`src/rtl/plic_core.sv`:
```
`default_nettype none
// ============================================================================
//  Module   : plic_core
//  Purpose  : Platform-level interrupt controller core with level/edge gateways
//             and per-target registered arbitration.
//  Revision : 1.0
// ============================================================================
module plic_core #(
    parameter int N_SOURCE   = 64,
    parameter int N_TARGET   = 2,
    parameter int MAX_PRIO   = 7,
    parameter int EDGE_CNT_W = 2
) (
    input  logic                clk_i,
    input  logic                rst_ni,
    input  logic                reg_valid_i,
    input  logic                reg_write_i,
    input  logic [25:0]         reg_addr_i,
    input  logic [31:0]         reg_wdata_i,
    output logic                reg_ready_o,
    output logic [31:0]         reg_rdata_o,
    input  logic [N_SOURCE-1:0] le_i,
    input  logic [N_SOURCE-1:0] irq_sources_i,
    output logic [N_TARGET-1:0] eip_targets_o
);
    localparam int PRIOW = $clog2(MAX_PRIO + 1);
    localparam int IDW   = $clog2(N_SOURCE + 1);
    localparam logic [EDGE_CNT_W-1:0] CNT_MAX = '1;

    logic [PRIOW-1:0]      prio_q [1:N_SOURCE];
    logic [PRIOW-1:0]      prio_d [1:N_SOURCE];
    logic [N_SOURCE:1]     ie_q [N_TARGET];
    logic [N_SOURCE:1]     ie_d [N_TARGET];
    logic [PRIOW-1:0]      thr_q [N_TARGET];
    logic [PRIOW-1:0]      thr_d [N_TARGET];
    logic [EDGE_CNT_W-1:0] cnt_q [1:N_SOURCE];
    logic [EDGE_CNT_W-1:0] cnt_d [1:N_SOURCE];
    logic [IDW-1:0]        winner_q [N_TARGET];
    logic [IDW-1:0]        winner_d [N_TARGET];
    logic [N_SOURCE:1]     inflight_q, inflight_d, ipl_q, ipl_d;
    logic [N_SOURCE-1:0]   irq_q, rise_w;
    logic [N_TARGET-1:0]   eip_q, eip_d;
    logic                  ready_q;
    logic [31:0]           rdata_q, rdata_d;

    logic [25:0]           addr_w;
    logic                  prio_sel, pend_sel, en_sel, thr_sel, clm_sel;
    int                    prio_id, en_t, ctx_t, word_idx;
    logic [IDW-1:0]        claim_id;
    logic [N_SOURCE:1]     done_vec, claim_vec, ip_w, cand_w;
    logic [IDW-1:0]        best_id;
    logic [PRIOW-1:0]      best_p;

    assign addr_w   = {reg_addr_i[25:2], 2'b00};
    assign prio_id  = int'(addr_w[11:2]);
    assign word_idx = int'(addr_w[6:2]);
    assign en_t     = int'(addr_w[25:7]) - 64;
    assign ctx_t    = int'(addr_w[25:12]) - 512;
    assign prio_sel = (addr_w[25:12] == 14'd0) && (prio_id >= 1) && (prio_id <= N_SOURCE);
    assign pend_sel = (addr_w[25:7] == 19'h00020);
    assign en_sel   = (addr_w >= 26'h0002000) && (addr_w < 26'h0200000) && (en_t < N_TARGET);
    assign thr_sel  = (addr_w >= 26'h0200000) && (ctx_t < N_TARGET) && (addr_w[11:0] == 12'h000);
    assign clm_sel  = (addr_w >= 26'h0200000) && (ctx_t < N_TARGET) && (addr_w[11:0] == 12'h004);
    assign rise_w   = irq_sources_i & ~irq_q;

    // Gather the 32 IDs of word w; ID 0 and IDs beyond N_SOURCE read as zero.
    function automatic logic [31:0] pack_word(input logic [N_SOURCE:1] v, input int w);
        logic [31:0] r;
        r = '0;
        for (int b = 0; b < 32; b++) begin
            if ((32 * w + b) >= 1 && (32 * w + b) <= N_SOURCE) r[b] = v[32 * w + b];
        end
        return r;
    endfunction

    always_comb begin
        prio_d   = prio_q;
        ie_d     = ie_q;
        thr_d    = thr_q;
        rdata_d  = '0;
        claim_id = '0;
        done_vec = '0;
        if (reg_valid_i && reg_write_i) begin
            if (prio_sel) prio_d[prio_id] = reg_wdata_i[PRIOW-1:0];
            if (en_sel) begin
                for (int b = 0; b < 32; b++) begin
                    if ((32 * word_idx + b) >= 1 && (32 * word_idx + b) <= N_SOURCE)
                        ie_d[en_t][32 * word_idx + b] = reg_wdata_i[b];
                end
            end
            if (thr_sel) thr_d[ctx_t] = reg_wdata_i[PRIOW-1:0];
            if (clm_sel && reg_wdata_i != 32'd0 && reg_wdata_i <= 32'(N_SOURCE)) begin
                if (inflight_q[int'(reg_wdata_i)] && ie_q[ctx_t][int'(reg_wdata_i)])
                    done_vec[int'(reg_wdata_i)] = 1'b1;
            end
        end else if (reg_valid_i) begin
            if (prio_sel) rdata_d = 32'(prio_q[prio_id]);
            if (pend_sel) rdata_d = pack_word(ip_w, word_idx);
            if (en_sel)   rdata_d = pack_word(ie_q[en_t], word_idx);
            if (thr_sel)  rdata_d = 32'(thr_q[ctx_t]);
            if (clm_sel && eip_q[ctx_t]) begin
                rdata_d  = 32'(winner_q[ctx_t]);
                claim_id = winner_q[ctx_t];
            end
        end
    end

    // Gateways: a claim beats a same-cycle edge, leaving the edge counter unchanged.
    always_comb begin
        inflight_d = inflight_q;
        ipl_d      = ipl_q;
        cnt_d      = cnt_q;
        claim_vec  = '0;
        ip_w       = '0;
        cand_w     = '0;
        for (int id = 1; id <= N_SOURCE; id++) begin
            claim_vec[id]  = (claim_id == IDW'(id));
            inflight_d[id] = (inflight_q[id] & ~done_vec[id]) | claim_vec[id];
            if (claim_vec[id])
                ipl_d[id] = 1'b0;
            else if (irq_sources_i[id-1] && !inflight_q[id])
                ipl_d[id] = 1'b1;
            if (le_i[id-1]) begin
                if (rise_w[id-1] && !claim_vec[id] && cnt_q[id] != CNT_MAX)
                    cnt_d[id] = cnt_q[id] + EDGE_CNT_W'(1);
                else if (claim_vec[id] && !rise_w[id-1] && cnt_q[id] != '0)
                    cnt_d[id] = cnt_q[id] - EDGE_CNT_W'(1);
            end
            ip_w[id]   = le_i[id-1] ? ((cnt_q[id] != '0) && !inflight_q[id]) : ipl_q[id];
            // The source claimed this cycle must not win again on the next access.
            cand_w[id] = ip_w[id] && !claim_vec[id] && (prio_q[id] != '0);
        end
    end

    always_comb begin
        best_id = '0;
        best_p  = '0;
        for (int t = 0; t < N_TARGET; t++) begin
            best_id = '0;
            best_p  = '0;
            for (int id = 1; id <= N_SOURCE; id++) begin
                if (cand_w[id] && ie_q[t][id] && prio_q[id] > best_p) begin
                    best_p  = prio_q[id];
                    best_id = IDW'(id);
                end
            end
            winner_d[t] = best_id;
            eip_d[t]    = (best_id != '0) && (best_p > thr_q[t]);
        end
    end

    always_ff @(posedge clk_i or negedge rst_ni) begin
        if (!rst_ni) begin
            for (int id = 1; id <= N_SOURCE; id++) begin
                prio_q[id] <= '0;
                cnt_q[id]  <= '0;
            end
            for (int t = 0; t < N_TARGET; t++) begin
                ie_q[t]     <= '0;
                thr_q[t]    <= '0;
                winner_q[t] <= '0;
            end
            inflight_q <= '0;
            ipl_q      <= '0;
            irq_q      <= '0;
            eip_q      <= '0;
            ready_q    <= 1'b0;
            rdata_q    <= '0;
        end else begin
            prio_q     <= prio_d;
            cnt_q      <= cnt_d;
            ie_q       <= ie_d;
            thr_q      <= thr_d;
            winner_q   <= winner_d;
            inflight_q <= inflight_d;
            ipl_q      <= ipl_d;
            irq_q      <= irq_sources_i;
            eip_q      <= eip_d;
            ready_q    <= reg_valid_i;
            rdata_q    <= rdata_d;
        end
    end

    assign reg_ready_o   = ready_q;
    assign reg_rdata_o   = rdata_q;
    assign eip_targets_o = eip_q;

endmodule
`default_nettype wire

```
`config.mk`:
```
export PLATFORM = sky130hd
export DESIGN_NAME = plic_core
export DESIGN_NICKNAME = d
export VERILOG_FILES = /design/src/rtl/plic_core.sv
export SDC_FILE = /design/constraint.sdc
export NUM_CORES = 2
export LEC_CHECK = 0
export CORE_ASPECT_RATIO = 1.75
export CORE_UTILIZATION = 23
export DETAILED_ROUTE_END_ITERATION = 6
export HOLD_SLACK_MARGIN = 0.05
export PLACE_DENSITY = 0.49
export RECOVER_POWER = 25
export REMOVE_ABC_BUFFERS = 1
export SLEW_MARGIN = 30
export SYNTH_ARGS = -nofsm -noshare
export SYNTH_HDL_FRONTEND = slang
export SYNTH_SLANG_ARGS = --single-unit
```
`constraint.sdc`:
```
create_clock -name clk_i -period 162.6 [get_ports clk_i]
set_clock_uncertainty 0.05 [all_clocks]
set_input_delay 24.39 -clock clk_i [delete_from_list [all_inputs] [get_ports clk_i]]
set_output_delay 24.39 -clock clk_i [all_outputs]
set_load 0.1 [all_outputs]
```
* Word-level counts from Yosys, hierarchy flattened
Index checks and enable logic that the tools add are counted.
** Storage, ports and cells
- Flip-flop bits (word level) :: 695
- Bits of input ports :: 190
- Output and inout bits :: 35
- Word-level logic and storage cells :: 3464
** Cells by class
- $add $sub $neg :: 161
- Magnitude comparators :: 274
- Eq/ne operators :: 130
- Multiplexer cells :: 1129
- Bitwise operators :: 197
- Reductions and logical operators :: 1370
** Operator list (number)
- $mux W128 :: 94
- $bwmux W128 :: 32
- $mux W64 :: 41
- $demux W64 S1 :: 32
- $ge A32 B2 Y1 const B :: 33
- $ge A32 B1 Y1 const B :: 32
- $le A32 B8 Y1 const B :: 31
- $mux W7 :: 132
- $logic_and A1 B1 Y1 :: 850
- $bmux W1 S7 :: 64
- $mux W1 :: 424
- $mux W3 :: 136
- $gt A3 B3 Y1 :: 128
- $reduce_bool A2 Y1 :: 192
- $lt A11 B8 Y1 const B :: 31
- $mux W2 :: 128
- $demux W1 S7 :: 32
- $eq A7 B6 Y1 const B :: 32
- $bwmux W192 :: 1
- $logic_not A1 Y1 :: 192
- $mux W32 :: 6
- $reduce_bool A3 Y1 :: 64
- $add A10 B5 Y11 const B :: 16
- $reduce_and A2 Y1 :: 67
- 47 further kinds :: 471

* Logic depth before layout (Yosys ltp)
- Depth after elaboration :: 206
- Gate-level depth with buffers :: 464
- Depth with buffers taken out :: 460

* Least setup slack after synthesis
Ideal clock, no wire load.
- Path kind :: input -> register
- Start point :: in reg_addr_i[22]
- End point :: reg eip_q[0], in the netlist eip_targets_o[0]
- Setup time :: 135 ps
- Data arrival time :: 105590 ps
- Data required time :: 162415 ps
- Setup slack :: 56825 ps
- Stages :: 444
- Buffers on the path :: 5
- Cell sequence :: inv_1 ha_1 nor4bb_1 a31o_2 nand3_2 buf_2 buf_2 nor2_1 clkbuf_1 nand2_1 nand2_1 nor2_1 ha_1 nand3_1 nand2_1 a21oi_1 o211a_1 nand2_1 [... 408 more ...] o31ai_2 nand2_1 o21ai_1 ha_1 nor2b_1 o21a_1 o2111ai_1 mux2_2 ha_1 o21a_1 o2111a_1 clkbuf_1 mux2i_1 ha_1 nor2b_1 o21a_1 o21ai_0 a31oi_1
** RTL lines
- start, declared :: line 18 : input logic [25:0] reg_addr_i,
- end signal, assigned :: line 178 : eip_q <= eip_d;
- end, declared :: line 42 : logic [N_TARGET-1:0] eip_q, eip_d;

* Final worst setup path
- Start point :: in reg_addr_i[4]
- End point :: reg eip_q[0], in the netlist eip_targets_o[0]
** Between the ends
- Word-level cells in the longest chain between the ends :: 205
- Elaborated cells on any way between the ends :: 586
- Classes of those cells :: order compare (65); eq/ne (65); mux (131); reduce/logical (325)
** RTL lines
- $ge A26 B22 Y1 :: line 63 : assign clm_sel = (addr_w >= 26'h0200000) && (ctx_t < N_TARGET) && (addr_w[11:0] == 12'h004);
- $logic_and A1 B1 Y1 :: line 63
- $logic_and A1 B1 Y1 * :: line 63
- $logic_and A1 B1 Y1 * :: line 101 : if (clm_sel && eip_q[ctx_t]) begin
- $mux W7 * :: line 101
- $mux W7 * :: line 96 : end else if (reg_valid_i) begin
- $mux W7 * :: line 83 : if (reg_valid_i && reg_write_i) begin
- $eq A7 B1 Y1 :: line 117 : claim_vec[id] = (claim_id == IDW'(id));
- [... 190 more ...]
- $logic_and A1 B1 Y1 :: line 142 : if (cand_w[id] && ie_q[t][id] && prio_q[id] > best_p) begin
- $mux W3 :: line 142
- $gt A3 B3 Y1 :: line 142
- $logic_and A1 B1 Y1 :: line 142
- $mux W3 or $mux W7 (tied branches) :: line 142
- $gt A3 B3 Y1 or $reduce_bool A7 Y1 (tied branches) :: line 148 : eip_d[t] = (best_id != '0) && (best_p > thr_q[t]);
- $logic_and A1 B1 Y1 * :: line 148
- net eip_d[0] :: line 42
The timed path passes the listed nets; every way through them passes the cells marked *.
A chain may end at the register's enable or synchronous reset.

==> run metrics <==
GRT Util Overall=24.1%; async set-reset flop share out of synthesis=100%; Final min period=122.15 ns; setup TNS=0 ns; Final period util=75.1%; 1st-pass router iterations=7; Syn Area/Cell=8.35 sq um; Remaining DRCs=64; Core Util, Final=27.0%; Clock Sinks=695; clock latency on the worst-skew pair=0.73 ns; switching pwr=129 uW; Worst EP arrival=122.68 ns; port bufs=222; crit end category=register; sequential share of power=42.5%; post-DP HPWL=234000 um; cts bufs inserted=77; Synth Register Bits=695; Syn-to-layout area delta=16.6%; sequential area share after synthesis=32.0%; peak supply drop=0.00703 mV; clk buf depth=3; cell area after placement=60400 sq um; Die Span Y=645 um; Post-Layout Cell Count=9844; Worst Setup Start Kind=input pin; first-pass GRT wire length=407000 um; Critical Path Slowest Stage Cell=o21ai_0; fmax=0.00819 GHz; post_cts resized=0; DR vias=55264; multi-input logic area=35100 sq um; Distinct cells, synth=130; Worst-Margin Slew=5.84 ns; Main synth FF type=dfrtp_1; total grt overflow=0; final worst slack=40.45 ns; Cells after Synth=6500; initial antenna violation count=52; PwrDens=6.99 nW/um^2; Final nets=7020; final instance area=63300 sq um; TritonCTS clock tree=built; H-tree lvl count=3; Detail Route Antenna Nets=0; Initial Utilization=23.2%; Avg WL per Cell=29.9 um; cts-stage hold buffer count=0; endpoints failing setup=0; fill count=25167; final number of max-transition violations=305; Clock transition at path regs=0.07 ns; via/cell ratio=5.61; Comb power frac=11.7%; max_cap viols=5; die area=238000 sq um; CP most frequent cell=nor2_1; largest net degree at the start of global routing=98; Post-Synthesis Cell Area=54300 sq um; slowest cell delay on critical path=0.65 ns; CORE AREA=234000 sq um; Min-Delay Path Class=register to register; pre-CTS setup slack=41.30 ns; status=finished, violations left; width of the die=369 um; synth warn=0; layout cells sized above 1=14.1%; FP Rows=235; register area=17400 sq um; Pleak=0.0267 uW; CP Max Fanout=23; I/O pin count=225; vias in the first global route=53790; gpl congestion=1.09; initial drt markers=5727; RSZ-0062 raised after global routing=no; failing checks=design-rule violations, max-capacitance violations, max-slew violations; final hold vios=0; Post-synth EDFFs=0; total wire length=294000 um; Worst slew margin=-289%; Inst Count DP=9681; Clk pwr share=45.8%; critical path required time=163.13 ns; Internal Power=313 uW; kind of critical path=input pin to register; Sw Ratio=29.2%; Setup Buffers After CTS=0; CTS root buf=clkbuf_16
-- sequential cells by signal, summed over array words and instances (netlist names) --
name and count:
winner_q 14, reg_rdata_o 32, ipl_q 64, inflight_q 64
prio_q 192, thr_q 6, reg_ready_o 1, irq_q 64
cnt_q 128, ie_q 128, eip_targets_o 2
-- through the flow --
step	hold WS [ns]	power [uW]
2_1_floorplan	0.409	211
3_3_place_gp	0.424	240
3_5_place_dp	0.432	242
4_1_cts	0.446	444
5_1_grt	0.471	456
6_report	0.443	442
-- cell families after synthesis --
kind of cell | Yosys count | synth area share, %
flops | 695 | 32.0
xor+xnor | 1 | 0.0161
fa+ha+maj | 215 | 4.64
mux | 620 | 14.8
compound gates | 1794 | 22.0
simple gates | 2667 | 22.9
buf+inv | 508 | 3.65
-- worst max-delay path: cells and delay by family --
family	cells	cell delay (ns)
AO/OA/AOI/OAI	163	37.37
adder cells (fa/ha/maj)	101	30.02
buffers and inverters	20	2.78
multiplexers	21	7.11
AND/OR/NAND/NOR	141	20.65
-- final timing paths --
check,startpoint,endpoint,slack (ns),cells past startpoint
min,ipl_q[39],ipl_q[39],0.44,2
max,reg_addr_i[4],eip_targets_o[0],40.45,446
max reg2reg,winner_q[12],eip_targets_o[0],65.10,443
max in group asynchronous,rst_ni,prio_q[10],130.17,5
min in group asynchronous,rst_ni,prio_q[167],25.76,1
min reg2reg,ipl_q[39],ipl_q[39],0.44,2
-- power groups by stage --
stage | Combinational (uW) | Sequential [uW] | Clock (uW)
finish | 51.8 | 188 | 202
global route | 55.2 | 189 | 211
CTS | 50.9 | 188 | 206
detailed placement | 50.8 | 191 | 0
global placement | 49.4 | 190 | 0
floorplan | 21.3 | 189 | 0
-- routing by layer --
metal | vias up | share of wire (%) | GRT usage, %
met3 | 890 | 7.2 | 5.56
li1 | 24253 | - | -
met1 | 27540 | 34 | 25.0
met4 | 54 | 11 | 22.7
met2 | 2527 | 47 | 40.1
met5 | - | 0.12 | 0
-- cells in the mapped netlist, types with 36 or more instances --
master    instances  share of area [%]
mux2i_1         118                2.2
o21bai_1         36               0.50
a22oi_1          72                1.0
a21oi_1         422                3.9
o21a_1           74                1.0
o31ai_1          49               0.68
mux2_2          391                8.1
a211oi_1         49               0.68
a21o_1           53               0.73
o211ai_1         62               0.86
maj3_1           67                1.2
nor2b_1          81               0.93
nor3_1          149                1.4
ha_1            147                3.4
mux4_2          105                4.4
nand2_1         880                6.1
o22ai_1          49               0.56
nand3_1         187                1.7
o21ai_0         422                3.9
inv_1           269                1.9
nand4_1          41               0.47
and3_1          101                1.2
dfrtp_1         695                 32
or2_2            38               0.44
and2_1          149                1.7
nand2b_1         98                1.1
clkbuf_1        189                1.3
nor2_1          774                5.4
a31oi_1         118                1.4
-- placed cells by master, fill, tap and decap left out, types with 36 or more instances in the layout --
master             n
a211oi_1          49
nor3_1           142
and2_1           149
clkbuf_16         79
nand3_1          186
maj3_1            67
a21o_1            53
nand2b_1          97
o211ai_1          62
ha_1             147
o21ai_0          422
nand2_1          879
buf_4            114
mux2_2           391
clkdlybuf4s50_1  141
nand4_1           41
o21a_1            74
o22ai_1           49
or2_2             38
dfrtp_1          695
a22oi_1           72
nor2_1           761
nor2b_1           80
a31oi_1          117
and3_1            99
dlygate4sd3_1     65
mux2i_1          113
o31ai_1           49
o21bai_1          36
inv_1            269
mux4_2           105
a21oi_1          422
-- final cells by class --
type                       instances  area share (%)
multi-input combinational       5297            55.5
sequential                       695            27.5
tap                             3081            6.09
timing repair buffer             341            4.90
clock buffer                     101            3.44
inverter                         271            1.61
clock inverter                    40           0.941
antenna                           18          0.0712
(Power assumes the default switching activity.)
